<file path="src/rtl/phyretrain_pkg.sv">
// Shared PHYRETRAIN definitions used by both the TX and RX stages:
// sideband message codes, one-hot retrain encodings and FSM states.
package phyretrain_pkg;

  localparam int unsigned MSG_PHYRETRAIN_START_REQ  = 1;
  localparam int unsigned MSG_PHYRETRAIN_START_RESP = 2;

  localparam logic [2:0] ENC_TXSELFCAL = 3'b001;
  localparam logic [2:0] ENC_SPEEDIDLE = 3'b010;
  localparam logic [2:0] ENC_REPAIR    = 3'b100;

  typedef enum logic [2:0] {
    ST_IDLE,
    ST_WAIT_REQ,
    ST_SEND_RESP,
    ST_DONE,
    ST_TIMEOUT
  } phyretrain_state_e;

  function automatic logic is_onehot3(input logic [2:0] v);
    return (v != 3'b000) && ((v & (v - 3'd1)) == 3'b000);
  endfunction

endpackage

</file>
<file path="src/rtl/phyretrain_encoding_resolver.sv">
// Combinational resolve of local/partner retrain encodings with one-hot check.
// Priority SPEEDIDLE > REPAIR > TXSELFCAL; malformed vectors count as SPEEDIDLE.
module phyretrain_encoding_resolver
  import phyretrain_pkg::*;
(
  input  logic [2:0] i_local_info,
  input  logic [2:0] i_partner_info,
  output logic [2:0] o_resolved,
  output logic       o_partner_err
);

  logic       w_local_ok;
  logic       w_partner_ok;
  logic [2:0] w_merged;

  assign w_local_ok    = is_onehot3(i_local_info);
  assign w_partner_ok  = is_onehot3(i_partner_info);
  assign o_partner_err = ~w_partner_ok;
  assign w_merged      = (w_local_ok   ? i_local_info   : ENC_SPEEDIDLE) |
                         (w_partner_ok ? i_partner_info : ENC_SPEEDIDLE);

  always_comb begin
    o_resolved = ENC_TXSELFCAL;
    if ((w_merged & ENC_SPEEDIDLE) != 3'b000)
      o_resolved = ENC_SPEEDIDLE;
    else if ((w_merged & ENC_REPAIR) != 3'b000)
      o_resolved = ENC_REPAIR;
  end

endmodule

</file>
<file path="src/rtl/rx_phyretrain_resp.sv">
// RX PHYRETRAIN responder: waits for START_REQ, resolves the retrain encoding,
// answers with START_RESP and reports completion/timeout to the LTSM.
module rx_phyretrain_resp
  import phyretrain_pkg::*;
#(
  parameter int SB_MSG_WIDTH   = 4,
  parameter int TIMEOUT_CYCLES = 8000
) (
  input  logic                    i_clk,
  input  logic                    i_rst,
  input  logic                    i_phyretrain_en,
  input  logic [2:0]              i_local_msg_info,
  input  logic [SB_MSG_WIDTH-1:0] i_decoded_SB_msg,
  input  logic                    i_rx_msg_valid,
  input  logic [2:0]              i_rx_msg_info,
  input  logic                    i_falling_edge_busy,
  output logic [SB_MSG_WIDTH-1:0] o_encoded_SB_msg_rx,
  output logic [2:0]              o_msg_info_rx,
  output logic                    o_valid_rx,
  output logic                    o_phyretrain_end_rx,
  output logic [2:0]              o_resolved_state,
  output logic                    o_encoding_error,
  output logic                    o_timeout
);

  localparam int CNT_W = (TIMEOUT_CYCLES > 1) ? $clog2(TIMEOUT_CYCLES) : 1;
  localparam logic [CNT_W-1:0] CNT_LAST = CNT_W'(TIMEOUT_CYCLES - 1);

  phyretrain_state_e r_state;
  logic [CNT_W-1:0]  r_cnt;

  logic       w_req_seen;
  logic       w_capture;
  logic [2:0] w_resolved;
  logic       w_partner_err;

  phyretrain_encoding_resolver u_resolver (
    .i_local_info   (i_local_msg_info),
    .i_partner_info (i_rx_msg_info),
    .o_resolved     (w_resolved),
    .o_partner_err  (w_partner_err)
  );

  assign w_req_seen = i_rx_msg_valid &&
                      (i_decoded_SB_msg == SB_MSG_WIDTH'(MSG_PHYRETRAIN_START_REQ));
  // A REQ is only captured while listening; it beats timer expiry.
  assign w_capture  = w_req_seen &&
                      ((r_state == ST_IDLE) || (r_state == ST_WAIT_REQ));

  always_ff @(posedge i_clk) begin
    if (i_rst || !i_phyretrain_en) begin
      r_state             <= ST_IDLE;
      r_cnt               <= '0;
      o_encoded_SB_msg_rx <= '0;
      o_msg_info_rx       <= '0;
      o_valid_rx          <= 1'b0;
      o_phyretrain_end_rx <= 1'b0;
      o_resolved_state    <= '0;
      o_encoding_error    <= 1'b0;
      o_timeout           <= 1'b0;
    end else if (w_capture) begin
      r_state             <= ST_SEND_RESP;
      o_valid_rx          <= 1'b1;
      o_encoded_SB_msg_rx <= SB_MSG_WIDTH'(MSG_PHYRETRAIN_START_RESP);
      o_msg_info_rx       <= w_resolved;
      o_resolved_state    <= w_resolved;
      o_encoding_error    <= w_partner_err;
    end else begin
      case (r_state)
        ST_IDLE: begin
          r_state <= ST_WAIT_REQ;
          r_cnt   <= '0;
        end
        ST_WAIT_REQ: begin
          if (r_cnt == CNT_LAST) begin
            r_state   <= ST_TIMEOUT;
            o_timeout <= 1'b1;
          end else begin
            r_cnt <= r_cnt + 1'b1;
          end
        end
        ST_SEND_RESP: begin
          if (i_falling_edge_busy) begin
            r_state             <= ST_DONE;
            o_valid_rx          <= 1'b0;
            o_phyretrain_end_rx <= 1'b1;
          end
        end
        ST_DONE, ST_TIMEOUT: ;
        default: r_state <= ST_IDLE;
      endcase
    end
  end

endmodule

</file>
<file path="config.mk">
export PLATFORM = sky130hd
export DESIGN_NAME = rx_phyretrain_resp
export DESIGN_NICKNAME = d
export VERILOG_FILES = /design/src/rtl/phyretrain_pkg.sv /design/src/rtl/phyretrain_encoding_resolver.sv /design/src/rtl/rx_phyretrain_resp.sv
export SDC_FILE = /design/constraint.sdc
export NUM_CORES = 1
export LEC_CHECK = 0
export CORE_UTILIZATION = 35
export CTS_CLUSTER_DIAMETER = 100
export DETAILED_ROUTE_END_ITERATION = 8
export GPL_ROUTABILITY_DRIVEN = 0
export GPL_TIMING_DRIVEN = 0
export PLACE_DENSITY = 0.55
export SLEW_MARGIN = 0
export SYNTH_ARGS = -nofsm -noshare
export SYNTH_HDL_FRONTEND = slang
export SYNTH_SLANG_ARGS = --single-unit
</file>
<file path="constraint.sdc">
create_clock -name i_clk -period 4.7 [get_ports i_clk]
set_input_delay 0.47 -clock i_clk [delete_from_list [all_inputs] [get_ports i_clk]]
set_output_delay 0.47 -clock i_clk [all_outputs]
set_load 0.05 [all_outputs]
</file>
==> reports/metrics.cfg, run 1 <==
[floorplanning]
die_width_um=63.96
ios=29
fp-row-count=22
core_mm2=0.003661
die_area_mm2=0.004091
die_y_um=63.96
start_util_pct=36.71

[synthesis]
ys_warn_count=0
synth_area_mm2=0.001344
ys.flop_type=dfxtp_1
yosysSeqAreaShare_pct=35.75
synth_edf_count=0
synth_cell_types=48
synthArstFlopShare_pct=0
synth_seq_cells=24
avgSynthCellArea_um2=8.244
synth_cells=163

[clock_network]
clockRootBuffer=clkbuf_8
post_cts_buffers=0
cts_resized=0
worst_skew_pair.late_latency_ns=0.27
clock-sinks=24
clk_path_buf_depth=2
ctsHoldBuffers=0
cts_tree=yes
numCtsBuffers=3
cts.reportedPaths.clkPinSlew_ns=0.09
htreeDepth=1

[power]
power-per-cell-area_mw_per_mm2=246.9
peakVddDrop_uv=124.5
p_leak_nw=0.5369

[setup_path]
rrSetupSlack_ns=2.54
crit_required_ns=4.89
critPathLaunchType=flip-flop
critical_path_arrival_ns=2.35
crit_type=reg2reg
crit_path_end_kind=flip-flop
path_max_fanout=7

[timing]
max_freq_mhz=463.6
fin_crit_sh_pct=45.89
hold_viol=0
rsz0062_at_grt=false
setup_viol=0
tightest_slew_ns=0.6793
tns_ns=0
slew_headroom_pct=54.29
slew_violations=0
period_needed_ns=2.157
fin_worst_skew_ns=0.005523

[finish]
regArea_um2=480.5
finalNonFillerCells=242
fin_util_pct=47.33
finalInstanceArea_mm2=0.001733
final_common_cell=clkdlybuf4s50_1
fillers=362
final_cell_mix=clkdlybuf4s50_1, dfxtp_1, nor2_1, a21oi_1, nand2_1
area_growth_pct=28.96
final_nets=211
antennaDiodeCount=0
multi_input_area_um2=755.7
drive_gt1_share_pct=10.82

[drt]
num_vias=1280
dr.pass1.iters=4
drc=0
vias_per_cell=5.289
wire_per_inst_um=12.91
routed_wl_um=3124
ant_nets=0
drtIter0Drc=88

[place]
postPlaceCellArea_mm2=0.001662
dp_cells=238
port_buffers=25
dp_hpwl_um=2353

[run]
maxCapViolations=0

[grt]
grt_max_degree=15
grt.overflow.total=0
use_met2_pct=28.32
grtUsageMet3_pct=2.143
top_usage_layer=met2
gr-usage-all-layers_pct=16.40
met1_usage_pct=20.28
grt_pass1_wl_um=5347
grt_pass1_vias=1247
grt_antenna_before_repair=0

[min_path]
min_path_type=reg2reg

[outcome]
status=finished, final reports clean

## per-layer routing
layer,share of wire [%],routed length (um)
met1,48,1497
met5,0,0
met3,2.6,81
met2,48,1484
met4,2.0,62
## logic make-up after synthesis
logic type	count (synthesis)	share of synthesized area, %
AND/OR/NAND/NOR	69	31.10
AO/OA/AOI/OAI	38	18.44
flip-flops	24	35.75
buffers and inverters	23	8.565
multiplexers	4	2.980
XOR/XNOR	3	1.956
adder cells (fa/ha/maj)	1	0.9309
other	1	0.2791
## critical path, stage by stage (launching register included)
cell and delay, ns:
dfxtp_1 0.40, ha_1 0.26, nand3_2 0.16, nor4_2 0.66
o21ai_1 0.36, o211ai_1 0.25
## worst paths after layout
| check | startpoint | to | depth (start not counted) |
|---|---|---|---|
| hold reg to reg | o_valid_rx | o_valid_rx | 2 |
| hold / removal | o_valid_rx | o_valid_rx | 2 |
| setup / recovery | r_cnt[0] | r_cnt[9] | 5 |
| setup reg to reg | r_cnt[0] | r_cnt[9] | 5 |
## power breakdown
part | switching, mW | internal [mW] | leakage, nW
sequential | 0.000623 | 0.204 | 0.194
combinational | 0.0229 | 0.0198 | 0.308
clock | 0.0665 | 0.114 | 0.0357
total | 0.0899 | 0.338 | 0.537
## synth_stat cells, drive strengths merged (2+ instances only)
cell    count  area, um2
nand4       4      25.02
a41oi       2      17.52
or2         2      12.51
nand2b      7      43.79
nor3        4      25.02
buf        12      73.81
o31ai       2      15.01
nand3       7      40.04
mux2i       4      40.04
xnor2       2      17.52
nor4        8      71.32
dfxtp      24      480.5
o211ai      5      37.54
inv         8      30.03
nor2b       2      12.51
nand2       9      33.78
clkbuf      3      11.26
nand3b      4      30.03
or4         3      22.52
a31oi       3      18.77
a21oi      11      55.05
nor2       13      51.30
o21ai       8      43.79
## area by class of cell
type,count,share of cell area (%)
inverter,8,1.733
sequential,24,27.73
buffer,15,4.910
timing repair buffer,25,14.44
clock inverter,1,1.733
clock buffer,3,2.383
tap,48,3.466
multi-input combinational,118,43.61
## sequential cells by signal, indices dropped and copies added (netlist names)
register,count
o_encoded_SB_msg_rx,1
o_valid_rx,1
o_encoding_error,1
o_phyretrain_end_rx,1
o_timeout,1
o_resolved_state,3
r_state,3
r_cnt,13
## through the flow
stage | total power [mW] | hold WS [ns] | setup WS, ns
after floorplan | 0.2335 | 0.4597 | 2.947
after global placement | 0.2517 | 0.4567 | 2.389
after detailed placement | 0.2524 | 0.4647 | 2.355
after CTS | 0.4351 | 0.4857 | 2.568
after global routing | 0.4450 | 0.5092 | 2.370
final | 0.4279 | 0.4785 | 2.543
(Power assumes the default switching activity.)
==> run 2: changes to the inputs <==
Clock period 4.7 ns to 2.23 ns, I/O delays scaled along.
==> run 2 against run 1 <==
Final cell count stayed put. Sequential share of layout area is 0.14 points lower. Cell area is 0.51% higher. Clock-buffer cell count stayed put. Setup slack worse by 2.3 ns. Critical path type unchanged. Critical endpoint is now r_state[2].
==> reports/metrics.cfg, run 2 (same netlist as run 1, synthesis figures left out) <==
[timing]
period_needed_ns=1.970  ; -0.1870 ns
rsz0062_at_grt=false
slew_headroom_pct=55.10  ; +0.81 points
max_freq_mhz=507.6  ; +9.5%
tightest_slew_ns=0.6673  ; -0.01203 ns
fin_crit_sh_pct=88.34  ; +42 points
tns_ns=0  ; unchanged
fin_worst_skew_ns=0.005622  ; +0.00009964 ns
setup_viol=0  ; unchanged
hold_viol=0  ; unchanged
slew_violations=0  ; unchanged

[finish]
final_common_cell=clkdlybuf4s50_1
regMostFlops=r_cnt
largest_reg_flops=13  ; unchanged
fillers=362  ; unchanged
final_cell_mix=clkdlybuf4s50_1, dfxtp_1, nor2_1, a21oi_1, nand2_1
largestRegisters=r_cnt x13, o_resolved_state x3, r_state x3
final_nets=211  ; unchanged
multi_input_area_um2=764.5  ; +1.2%
drive_gt1_share_pct=10.82  ; unchanged
area_growth_pct=29.61
antennaDiodeCount=0  ; unchanged
regArea_um2=480.5  ; unchanged

[grt]
grt_pass1_vias=1247  ; unchanged
gr-usage-all-layers_pct=16.40  ; unchanged
grt_antenna_before_repair=0  ; unchanged
grt_max_degree=15  ; unchanged
grt_pass1_wl_um=5347  ; unchanged
grt.overflow.total=0  ; unchanged

[power]
power.total_uw=901.1  ; +110%
p_seq_share_pct=47.9  ; about the same
p_leak_nw=0.5538  ; +3.1%
p_sw_uw=188.9  ; +110%
comb_power_share_pct=10.0  ; about the same
peakVddDrop_uv=262.4  ; +110%
clockPowerShare_pct=42.1  ; about the same
sw_frac_of_total_pct=20.96  ; -0.060 points
internal-power_uw=712.2  ; +110%
power-per-cell-area_mw_per_mm2=517.4  ; +110%

[clock_network]
cts_resized=0  ; unchanged
worst_skew_pair.late_latency_ns=0.27  ; about the same
cts.reportedPaths.clkPinSlew_ns=0.09  ; about the same
clock-sinks=24  ; unchanged
numCtsBuffers=3  ; unchanged
htreeDepth=1  ; unchanged
cts_tree=yes
clk_path_buf_depth=2  ; unchanged
clockRootBuffer=clkbuf_8
ctsHoldBuffers=0  ; unchanged
post_cts_buffers=0  ; unchanged

[setup_path]
crit_chain=ha_1 -> nand3_2 -> or4_1 -> buf_2 -> o31a_1 -> nor3_2
crit_path_end_kind=flip-flop
rrSetupSlack_ns=0.26  ; -2.28 ns
critPathLaunchType=flip-flop
crit_start=r_cnt[0]
crit_buf_inv=1  ; +1
critical_path_arrival_ns=2.17  ; -0.18 ns
timing.rr.start=r_cnt[0]
path_max_fanout=6  ; -1
path_delay_family=simple AND/OR/NAND/NOR gates
critPathMaxStageDelay_ns=0.54  ; -0.12 ns
crit_required_ns=2.43  ; -2.46 ns
crit_type=reg2reg
cp_slowest_cell=or4_1

[floorplanning]
die_area_mm2=0.004091  ; unchanged
ios=29  ; unchanged
core_mm2=0.003661  ; unchanged
die_width_um=63.96  ; unchanged
die_y_um=63.96  ; unchanged
fp-row-count=22  ; unchanged
start_util_pct=36.71  ; unchanged

[drt]
dr.pass1.iters=4  ; unchanged
drtIter0Drc=88  ; unchanged
ant_nets=0  ; unchanged
num_vias=1269  ; -0.86%
vias_per_cell=5.244  ; -0.86%
drc=0  ; unchanged
routed_wl_um=3110  ; -0.45%
wire_per_inst_um=12.85  ; -0.45%

[outcome]
status=finished, final reports clean

[run]
maxCapViolations=0  ; unchanged

[min_path]
min_path_type=reg2reg
min_from=o_valid_rx

[place]
dp_hpwl_um=2353  ; unchanged
port_buffers=25  ; unchanged

==> run 2: cell counts in the layout (fill, tap and decap cells not counted) <==
Identical to the previous run, type by type.
==> run 2: power by group through the flow <==
stage	Sequential, mW	Combinational [mW]	Clock, mW
after global placement	0.442	0.0885	0
final	0.432	0.0898	0.379
after global routing	0.432	0.0978	0.408
after floorplan	0.444	0.0481	0
after CTS	0.432	0.0904	0.395
after detailed placement	0.442	0.0900	0
==> run 2: final timing paths <==
kind | endpoint | cells after the start
max | r_state[2] | 6
min | o_valid_rx | 2
min reg2reg | o_valid_rx | 2
max reg2reg | r_state[2] | 6
==> run 2: stage by stage <==
stage               cell area, um2  util, %  std cells  setup WS, ns  hold WS (ns)
global route                  1742    47.57        242       0.05799        0.5092
floorplan                     1351        -        165        0.4772        0.3872
detailed placement            1662    45.39        238        0.1015        0.4647
global placement              1662    45.39        238        0.1569        0.4567
CTS                           1733    47.33        242       0.09751        0.4857
finish                        1742    47.57        242        0.2600        0.4785
==> run 2: final cells by class <==
class                           instances  share of cell area, %
Sequential cell                        24                  27.59
Clock buffer                            3                  2.371
Inverter                                8                  1.724
Buffer                                 15                  4.885
Multi-Input combinational cell        118                  43.89
Clock inverter                          1                  1.724
Timing Repair Buffer                   25                  14.37
Tap cell                               48                  3.448
==> run 2: routing by layer <==
metal	global-route usage (%)	vias up	share of wire [%]
met5	0	-	0
met4	6.818	0	2.0
met3	2.143	8	3.0
met2	28.32	28	47
met1	20.28	581	48
li1	-	652	-
==> run 2: tightest hold or removal path: stages (launching register included) <==
cell and delay, ns:
dfxtp_1 0.33, nand2_1 0.06, a21oi_1 0.05
